### config.mk
export PLATFORM = sky130hd
export DESIGN_NAME = code_counter_flat
export DESIGN_NICKNAME = d
export VERILOG_FILES = /design/src/rtl/code_counter_pkg.sv /design/src/rtl/code_counter_if.sv /design/src/rtl/code_counter_button_debounce.sv /design/src/rtl/code_counter.sv /design/src/flat_wrapper.sv
export SDC_FILE = /design/constraint.sdc
export NUM_CORES = 1
export LEC_CHECK = 0
export CAP_MARGIN = 10
export CORE_MARGIN = 3
export CORE_UTILIZATION = 49
export DETAILED_ROUTE_END_ITERATION = 16
export PLACE_DENSITY = 0.77
export RECOVER_POWER = 25
export SYNTH_ARGS = -nofsm -noshare
export SYNTH_HDL_FRONTEND = slang
export SYNTH_SLANG_ARGS = --single-unit
### constraint.sdc
create_clock -name clk -period 4.1 [get_ports clk]
set_input_delay 1.23 -clock clk [delete_from_list [all_inputs] [get_ports clk]]
set_output_delay 1.23 -clock clk [all_outputs]
set_load 0.01 [all_outputs]
### src/rtl/code_counter_pkg.sv
// code_counter_pkg: shared width, code type, default parameters and clamp helper
package code_counter_pkg;
  localparam int CODE_W = 5;
  typedef logic [CODE_W-1:0] code_t;
  localparam int DEB_CYCLES_DEF = 4;
  localparam int MAX_CODE_DEF = 31;
  function automatic code_t clamp_code(input code_t v, input code_t mx);
    return v > mx ? mx : v;
  endfunction
endpackage

### src/rtl/code_counter_if.sv
// code_counter_if: button/switch inputs and 7-segment code outputs of code_counter
interface code_counter_if;
  import code_counter_pkg::*;
  logic btn_up;
  logic btn_down;
  logic btn_load;
  code_t load_val;
  logic hold;
  logic c1;
  logic c2;
  logic c3;
  logic c4;
  logic c5;
  logic wrap;
  modport master (output btn_up, btn_down, btn_load, load_val, hold, input c1, c2, c3, c4, c5, wrap);
  modport slave (input btn_up, btn_down, btn_load, load_val, hold, output c1, c2, c3, c4, c5, wrap);
endinterface

### src/rtl/code_counter_button_debounce.sv
// button_debounce: synchroniser, optional filter (CODE_COUNTER_DEBOUNCE_EN) and rising-edge step pulse
module button_debounce
  import code_counter_pkg::*;
#(
  parameter int DEB_CYCLES = DEB_CYCLES_DEF
) (
  input  logic clk,
  input  logic rst_n,
  input  logic raw_i,
  output logic step_o
);
  logic [1:0] sync_q;
  logic filt, prev_q, step_q;
`ifdef CODE_COUNTER_DEBOUNCE_EN
  logic [7:0] cnt_q, cnt_d;
  logic filt_q, filt_d, flip;
  always_comb begin
    flip = sync_q[1] != filt_q && cnt_q == 8'(DEB_CYCLES - 1);
    cnt_d = (sync_q[1] == filt_q || flip) ? '0 : cnt_q + 8'd1;
    filt_d = flip ? sync_q[1] : filt_q;
  end
  always_ff @(posedge clk) begin
    if (!rst_n) begin
      cnt_q <= '0;
      filt_q <= 1'b0;
    end else begin
      cnt_q <= cnt_d;
      filt_q <= filt_d;
    end
  end
  assign filt = filt_q;
`else
  logic unused_deb;
  assign unused_deb = ^DEB_CYCLES;
  assign filt = sync_q[1];
`endif
  always_ff @(posedge clk) begin
    if (!rst_n) begin
      sync_q <= '0;
      prev_q <= 1'b0;
      step_q <= 1'b0;
    end else begin
      sync_q <= {sync_q[0], raw_i};
      prev_q <= filt;
      step_q <= filt & ~prev_q;
    end
  end
  assign step_o = step_q;
endmodule

### src/rtl/code_counter.sv
// code_counter: button-driven wrapping 5-bit code source for the 7-segment decoder (CODE_COUNTER_DEBOUNCE_EN enables filtering)
module code_counter
  import code_counter_pkg::*;
#(
  parameter int DEB_CYCLES = DEB_CYCLES_DEF,
  parameter int MAX_CODE = MAX_CODE_DEF
) (
  input logic clk,
  input logic rst_n,
  code_counter_if.slave bus
);
  localparam code_t MAX = code_t'(MAX_CODE);
  logic up, dn, ld;
  code_t count_q, count_d;
  logic wrap_q, wrap_d;
  button_debounce #(.DEB_CYCLES(DEB_CYCLES)) u_up (.clk(clk), .rst_n(rst_n), .raw_i(bus.btn_up), .step_o(up));
  button_debounce #(.DEB_CYCLES(DEB_CYCLES)) u_dn (.clk(clk), .rst_n(rst_n), .raw_i(bus.btn_down), .step_o(dn));
  button_debounce #(.DEB_CYCLES(DEB_CYCLES)) u_ld (.clk(clk), .rst_n(rst_n), .raw_i(bus.btn_load), .step_o(ld));
  always_comb begin
    count_d = ld ? clamp_code(bus.load_val, MAX)
            : ((up && dn) || bus.hold) ? count_q
            : up ? (count_q == MAX ? '0 : count_q + 5'd1)
            : dn ? (count_q == '0 ? MAX : count_q - 5'd1)
            : count_q;
    wrap_d = !ld && !(up && dn) && !bus.hold && ((up && count_q == MAX) || (dn && count_q == '0));
  end
  always_ff @(posedge clk) begin
    if (!rst_n) begin
      count_q <= '0;
      wrap_q <= 1'b0;
    end else begin
      count_q <= count_d;
      wrap_q <= wrap_d;
    end
  end
  assign {bus.c1, bus.c2, bus.c3, bus.c4, bus.c5} = count_q;
  assign bus.wrap = wrap_q;
endmodule

### src/flat_wrapper.sv
// flat-port wrapper written by rule: the top's interface ports become plain ports
module code_counter_flat import code_counter_pkg::*;
#(
  parameter int DEB_CYCLES = DEB_CYCLES_DEF,
  parameter int MAX_CODE = MAX_CODE_DEF
)
  (clk, rst_n, bus_btn_up, bus_btn_down, bus_btn_load, bus_load_val, bus_hold, bus_c1, bus_c2, bus_c3, bus_c4, bus_c5, bus_wrap);
  code_counter_if bus_i ();
  input logic clk;
  input logic rst_n;
  input wire logic [$bits(bus_i.btn_up)-1:0] bus_btn_up;
  input wire logic [$bits(bus_i.btn_down)-1:0] bus_btn_down;
  input wire logic [$bits(bus_i.btn_load)-1:0] bus_btn_load;
  input wire logic [$bits(bus_i.load_val)-1:0] bus_load_val;
  input wire logic [$bits(bus_i.hold)-1:0] bus_hold;
  output wire logic [$bits(bus_i.c1)-1:0] bus_c1;
  output wire logic [$bits(bus_i.c2)-1:0] bus_c2;
  output wire logic [$bits(bus_i.c3)-1:0] bus_c3;
  output wire logic [$bits(bus_i.c4)-1:0] bus_c4;
  output wire logic [$bits(bus_i.c5)-1:0] bus_c5;
  output wire logic [$bits(bus_i.wrap)-1:0] bus_wrap;
  assign bus_i.btn_up = bus_btn_up;
  assign bus_i.btn_down = bus_btn_down;
  assign bus_i.btn_load = bus_btn_load;
  assign bus_i.load_val = bus_load_val;
  assign bus_i.hold = bus_hold;
  assign bus_c1 = bus_i.c1;
  assign bus_c2 = bus_i.c2;
  assign bus_c3 = bus_i.c3;
  assign bus_c4 = bus_i.c4;
  assign bus_c5 = bus_i.c5;
  assign bus_wrap = bus_i.wrap;
  code_counter #(.DEB_CYCLES(DEB_CYCLES), .MAX_CODE(MAX_CODE)) u_core (.clk(clk), .rst_n(rst_n), .bus(bus_i));
endmodule
==> impl_metrics.csv, run 1 <==
group,metric,value,unit
setup_path,r2r-end,"u_core.count_q[4]",
floorplan,die_h,46.5,um
setup_path,path_buf_inv,1,
floorplan,core_area,1420,um^2
detailed_routing,drtIter0Drc,12,
detailed_routing,viasPerCell,5.58,
synth,synth_area,802,um^2
power_and_ir_drop,power_density,336,nW/um^2
global_route,grt_max_degree,16,
placement,place_area,973,um^2
finish,n_antenna_cell,0,
synth,synth.distinct_cells,29,
global_route,antenna_found_initial,0,
floorplan,rows,13,
finish,drive_gt1_share,7.48,%
synth,ys_top_cells_by_area,"dfxtp_1, and2_1, ha_1",
placement,placed_cells,118,
clock_network,clock_path_buffers,2,
finish,stdcell_area,1010,um^2
synth,synth_top_cell_by_area,"dfxtp_1",
timing,fin_crit_sh,64.1,%
placement,dp_hpwl,1.17,mm
finish,fill_cells,115,
timing,fmax,381,MHz
clock_network,cts_resized,0,
timing,finalSetupTns,0,ns
min_path,min_to,"u_core.u_dn.step_o",
detailed_routing,vias,681,
power_and_ir_drop,peakVddDrop,0.242,mV
setup_path,cpMaxStageDelayCell,"clkdlybuf4s50_1",
power_and_ir_drop,p_leak,0.000387,uW
timing,rsz0062_at_grt,"no",
setup_path,regToRegSetupSlack,2.31,ns
global_route,grt_pass1_wl,2.44,mm
clock_network,clock_latency,0.28,ns
floorplan,start_util,56.7,%
timing,skew,0.00225,ns
synth,ys_ff_latch,18,
timing,timing.final.max_slew_violations,0,
detailed_routing,ant_nets,0,
clock_network,tritoncts,"done",
clock_network,path_clk_slew,0.09,ns
power_and_ir_drop,power,339,uW
setup_path,cp.required,2.87,ns
min_path,hold_depth,1,
clock_network,post-cts-setup-buffer-count,0,
placement,port_buffers,16,
global_route,grt.total_usage,16.3,%
synth,yosysWarnings,0,
synth,syn_area_per_cell,9.01,um^2
setup_path,ff2ff_path_depth,7,
timing,hold_viol_final,0,
global_route,grt_overflow,0,
synth,synth_nets,104,
finish,fin_nets,123,
finish,final_cell_mix,"dfxtp_1, clkdlybuf4s50_1, and2_1, o21ai_0",
setup_path,crit_chain,"clkdlybuf4s50_1",
finish,stdcell_count,122,
clock_network,cts_buffers,3,
timing,tightestPinTransition,0.426,ns
global_route,first_global_vias,587,
floorplan,die_width,46.5,um
setup_path,crit_arrival,1.40,ns
setup_path,critPathCaptureType,"output pin",
timing,setup_violations,0,
finish,area_growth,25.9,%
setup_path,path_delay_family,"buffers and inverters",
detailed_routing,first_pass_iters,4,
timing,slew_headroom,71.6,%
synth,netlist.area_leader.share,44.9,%
setup_path,critPathMaxFanout,8,
setup_path,r2r_start,"u_core.count_q[0]",
synth,ys_seq_area_share,44.9,%
clock_network,h-tree-depth,1,
detailed_routing,drt-wirelength-per-cell,12.8,um
synth,syn_inst,89,
placement,place_congestion,0.827,
setup_path,worst-setup-path-type,"flop to output pin",
clock_network,cts_root_buf,"clkbuf_4",
setup_path,worst_path_largest_cell_delay,0.61,ns
min_path,hp-class,"flop to flop",
clock_network,cts.sinks,18,
timing,finalWorstSetupSlack,1.47,ns
floorplan,dieArea,2160,um^2
setup_path,worstSetupStartpointType,"flop",
placement,place_ws,1.52,ns
min_path,hp-start,"u_core.u_dn.prev_q",
flow_run,maxCapViolCount,0,
status,status,"completed",
finish,final_common_cell,"dfxtp_1",
detailed_routing,drcViolationCount,0,
floorplan,io_pins,17,
clock_network,ctsHoldBuffers,0,
detailed_routing,wl,1.56,mm
timing,layout_min_cycle_time,2.63,ns
## synthesized netlist by cell type
cell	instances
dfxtp_1	18
and2_1	9
o21ai_0	7
a21oi_1	6
inv_1	6
ha_1	4
nand3_1	4
nor2_1	4
nand2_1	3
nand2b_1	3
nor2b_1	3
a221oi_1	2
clkbuf_1	2
nand3b_1	2
o22ai_1	2
a2111oi_0	1
a21o_1	1
a21oi_2	1
a31o_1	1
a31oi_1	1
and3_2	1
inv_2	1
nor3_1	1
nor3b_1	1
nor4b_2	1
o2111a_1	1
o21ai_1	1
o31ai_1	1
xnor2_1	1
## registers in the layout (all words and copies together) (netlist names), 2 cells and up
register            cells
u_core.count_q          5
u_core.u_dn.sync_q      2
u_core.u_up.sync_q      2
u_core.u_ld.sync_q      2
## power breakdown
part	switching (uW)	total [uW]	internal [uW]
Sequential	8.33	190	182
Clock	49.2	103	54.0
Combinational	20.0	45.5	25.6
Total	77.5	339	262
## cell families after synthesis
logic type	count (synthesis)	share of synthesized area, %
xor gates and xnor gates	1	1.09
DFF	18	44.9
buffers and inverters	9	4.21
AOI/OAI and AO/OA	25	19.8
and+or+nand+nor	32	23.7
adders and majority gates	4	6.24
## metrics by stage
stage                     util, %  hold WS, ns
after CTS                    71.4        0.391
after global routing         71.4        0.399
after global placement       68.8        0.372
after detailed placement     68.8        0.377
after floorplan                 -        0.367
final                        71.4        0.387
## layout make-up
cell class,count,area (um^2),share of cell area (%)
Multi-Input combinational cell,62,408,40.4
Tap cell,15,18.8,1.86
Inverter,7,26.3,2.60
Sequential cell,18,360,35.7
Timing Repair Buffer,16,160,15.9
Clock buffer,4,36.3,3.59
## per-layer routing
metal / wire length [um] / track usage [%] / share of wire, % / vias to the layer above
li1: - / - / - / 349
met1: 724 / 21.0 / 46 / 310
met2: 737 / 25.8 / 47 / 20
met3: 87 / 5.86 / 5.6 / 2
met4: 8 / 3.98 / 0.51 / 0
met5: 0 / 0 / 0 / -
## worst max path at each step
stage	slack [ns]	from	to	cells after the start
6_report	1.47	u_core.count_q[0]	bus_c5	1
5_1_grt	1.42	u_core.count_q[0]	bus_c5	1
4_1_cts	1.46	u_core.count_q[2]	bus_c3	1
3_5_place_dp	1.52	bus_hold	u_core.count_q[4]	5
3_3_place_gp	1.59	bus_hold	u_core.count_q[4]	5
2_1_floorplan	2.12	bus_hold	u_core.count_q[4]	4
No activity file was read; power rests on OpenSTA's default activity.
==> inputs of run 2 (changes only) <==
--- a/config.mk
+++ b/config.mk
@@ -7,9 +7,9 @@
 export LEC_CHECK = 0
 export CAP_MARGIN = 10
 export CORE_MARGIN = 3
-export CORE_UTILIZATION = 49
+export CORE_UTILIZATION = 43
 export DETAILED_ROUTE_END_ITERATION = 16
-export PLACE_DENSITY = 0.77
+export PLACE_DENSITY = 0.72
 export RECOVER_POWER = 25
 export SYNTH_ARGS = -nofsm -noshare
 export SYNTH_HDL_FRONTEND = slang
==> constraint.sdc (replaced) <==
create_clock -name clk -period 2.4 [get_ports clk]
set_input_delay 0.72 -clock clk [delete_from_list [all_inputs] [get_ports clk]]
set_output_delay 0.72 -clock clk [all_outputs]
set_load 0.01 [all_outputs]
==> run 2 against run 1 <==
Effect of this change:
- critical endpoint unchanged
- highest routed layer unchanged
- largest power group unchanged
- flip-flop and latch count stayed put
- via count down 0.59%
- core utilization decreased by 8.2 points
- largest cell class unchanged
==> impl_metrics.csv, run 2 (synthesized netlist as in run 1, its figures left out) <==
group,metric,value,unit
status,status,"completed",
finish,fin_nets,124,
placement,dp_hpwl,1.20,mm
clock_network,path_clk_slew,0.09,ns
clock_network,tritoncts,"done",
setup_path,path_delay_family,"buffers and inverters",
setup_path,regToRegSetupSlack,0.64,ns
floorplan,rows,14,
clock_network,cts_resized,0,
floorplan,dieArea,2420,um^2
finish,multi_input_area,408,um^2
detailed_routing,drt-wirelength-per-cell,11.7,um
timing,timing.final.max_slew_violations,0,
global_route,antenna_found_initial,0,
flow_run,maxCapViolCount,0,
timing,rsz0062_at_grt,"no",
global_route,grt_overflow,0,
timing,finalSetupTns,0,ns
finish,ff_latch_area,360,um^2
timing,hold_viol_final,0,
detailed_routing,first_pass_iters,4,
floorplan,die_h,49.2,um
setup_path,critPathMaxFanout,8,
timing,tightestPinTransition,0.397,ns
finish,final_common_cell,"dfxtp_1",
clock_network,post-cts-setup-buffer-count,0,
finish,area_growth,28.2,%
setup_path,crit_arrival,1.37,ns
timing,finalWorstSetupSlack,0.306,ns
global_route,grt_max_degree,16,
detailed_routing,drtIter0Drc,19,
clock_network,cts_buffers,3,
setup_path,path_buf_inv,1,
detailed_routing,wl,1.54,mm
clock_network,clock_path_buffers,2,
finish,largest-register,"u_core.count_q",
clock_network,h-tree-depth,1,
power_and_ir_drop,p_leak,0.000390,uW
detailed_routing,ant_nets,0,
floorplan,core_area,1630,um^2
power_and_ir_drop,peakVddDrop,0.428,mV
detailed_routing,drcViolationCount,0,
timing,fmax,477,MHz
setup_path,crit_chain,"clkdlybuf4s50_1",
finish,fill_cells,149,
clock_network,cts.sinks,18,
floorplan,start_util,49.2,%
placement,place_ws,0.357,ns
clock_network,cts_root_buf,"clkbuf_4",
setup_path,cpMaxStageDelayCell,"clkdlybuf4s50_1",
floorplan,die_width,49.2,um
setup_path,cp.required,1.68,ns
setup_path,critPathCaptureType,"output pin",
finish,largest_reg_flops,5,
timing,slew_headroom,73.5,%
timing,skew,0.00117,ns
min_path,hp-class,"flop to flop",
timing,setup_violations,0,
clock_network,clock_latency,0.29,ns
detailed_routing,vias,677,
floorplan,io_pins,17,
placement,port_buffers,16,
finish,final_cell_mix,"dfxtp_1, clkdlybuf4s50_1, o21ai_0, inv_1, a21oi_1",
finish,drive_gt1_share,8.33,%
setup_path,worst-setup-path-type,"flop to output pin",
global_route,grt.total_usage,14.5,%
setup_path,worstSetupStartpointType,"flop",
setup_path,worst_path_largest_cell_delay,0.59,ns
finish,n_antenna_cell,0,
global_route,first_global_vias,657,
timing,fin_crit_sh,87.3,%
detailed_routing,viasPerCell,5.13,
placement,place_congestion,0.863,
global_route,grt_pass1_wl,2.79,mm
power_and_ir_drop,power_density,569,nW/um^2
clock_network,ctsHoldBuffers,0,
timing,layout_min_cycle_time,2.09,ns
-- run 2: changes by cell type in the layout (fill, tap and decap cells not counted) --
cell    previous run  this run
buf_4              0         1
and2_0             2         4
and2_1             7         5
-- run 2: worst paths after layout --
| kind | cells past startpoint | to | start |
|---|---|---|---|
| setup reg to reg | 8 | u_core.count_q[2] | u_core.count_q[0] |
| hold reg to reg | 1 | u_core.u_dn.step_o | u_core.u_dn.prev_q |
| setup / recovery | 1 | bus_c5 | u_core.count_q[0] |
| hold / removal | 1 | u_core.u_dn.step_o | u_core.u_dn.prev_q |
-- run 2: metrics by stage --
step	utilization [%]	hold slack, ns	power (uW)	cell area [um^2]	instances
6_report	63.1	0.389	585	1030	132
2_1_floorplan	-	0.367	371	802	89
3_3_place_gp	60.9	0.372	410	992	128
5_1_grt	63.1	0.402	618	1030	132
4_1_cts	63.1	0.390	592	1030	132
3_5_place_dp	60.9	0.376	411	992	128
-- run 2: where the power goes --
part	internal [uW]	switching, uW
sequential	311	13.5
clock	92.4	88.0
combinational	44.9	35.1
-- run 2: area by class of cell --
cell class              instances  area share, %
flip-flops and latches         18           35.0
well taps                      24           2.92
repair buffers                 17           16.3
clock buffers                   4           3.53
inverters                       7           2.55
multi-input cells              62           39.7
-- run 2: metal layers --
layer / vias up / track usage (%) / wire length (um) / share of wire, %
met5: - / 0 / 0 / 0
met1: 299 / 16.6 / 701 / 46
met3: 4 / 3.06 / 93 / 6.0
met2: 23 / 25.0 / 717 / 47
met4: 0 / 7.58 / 26 / 1.7
li1: 351 / - / - / -
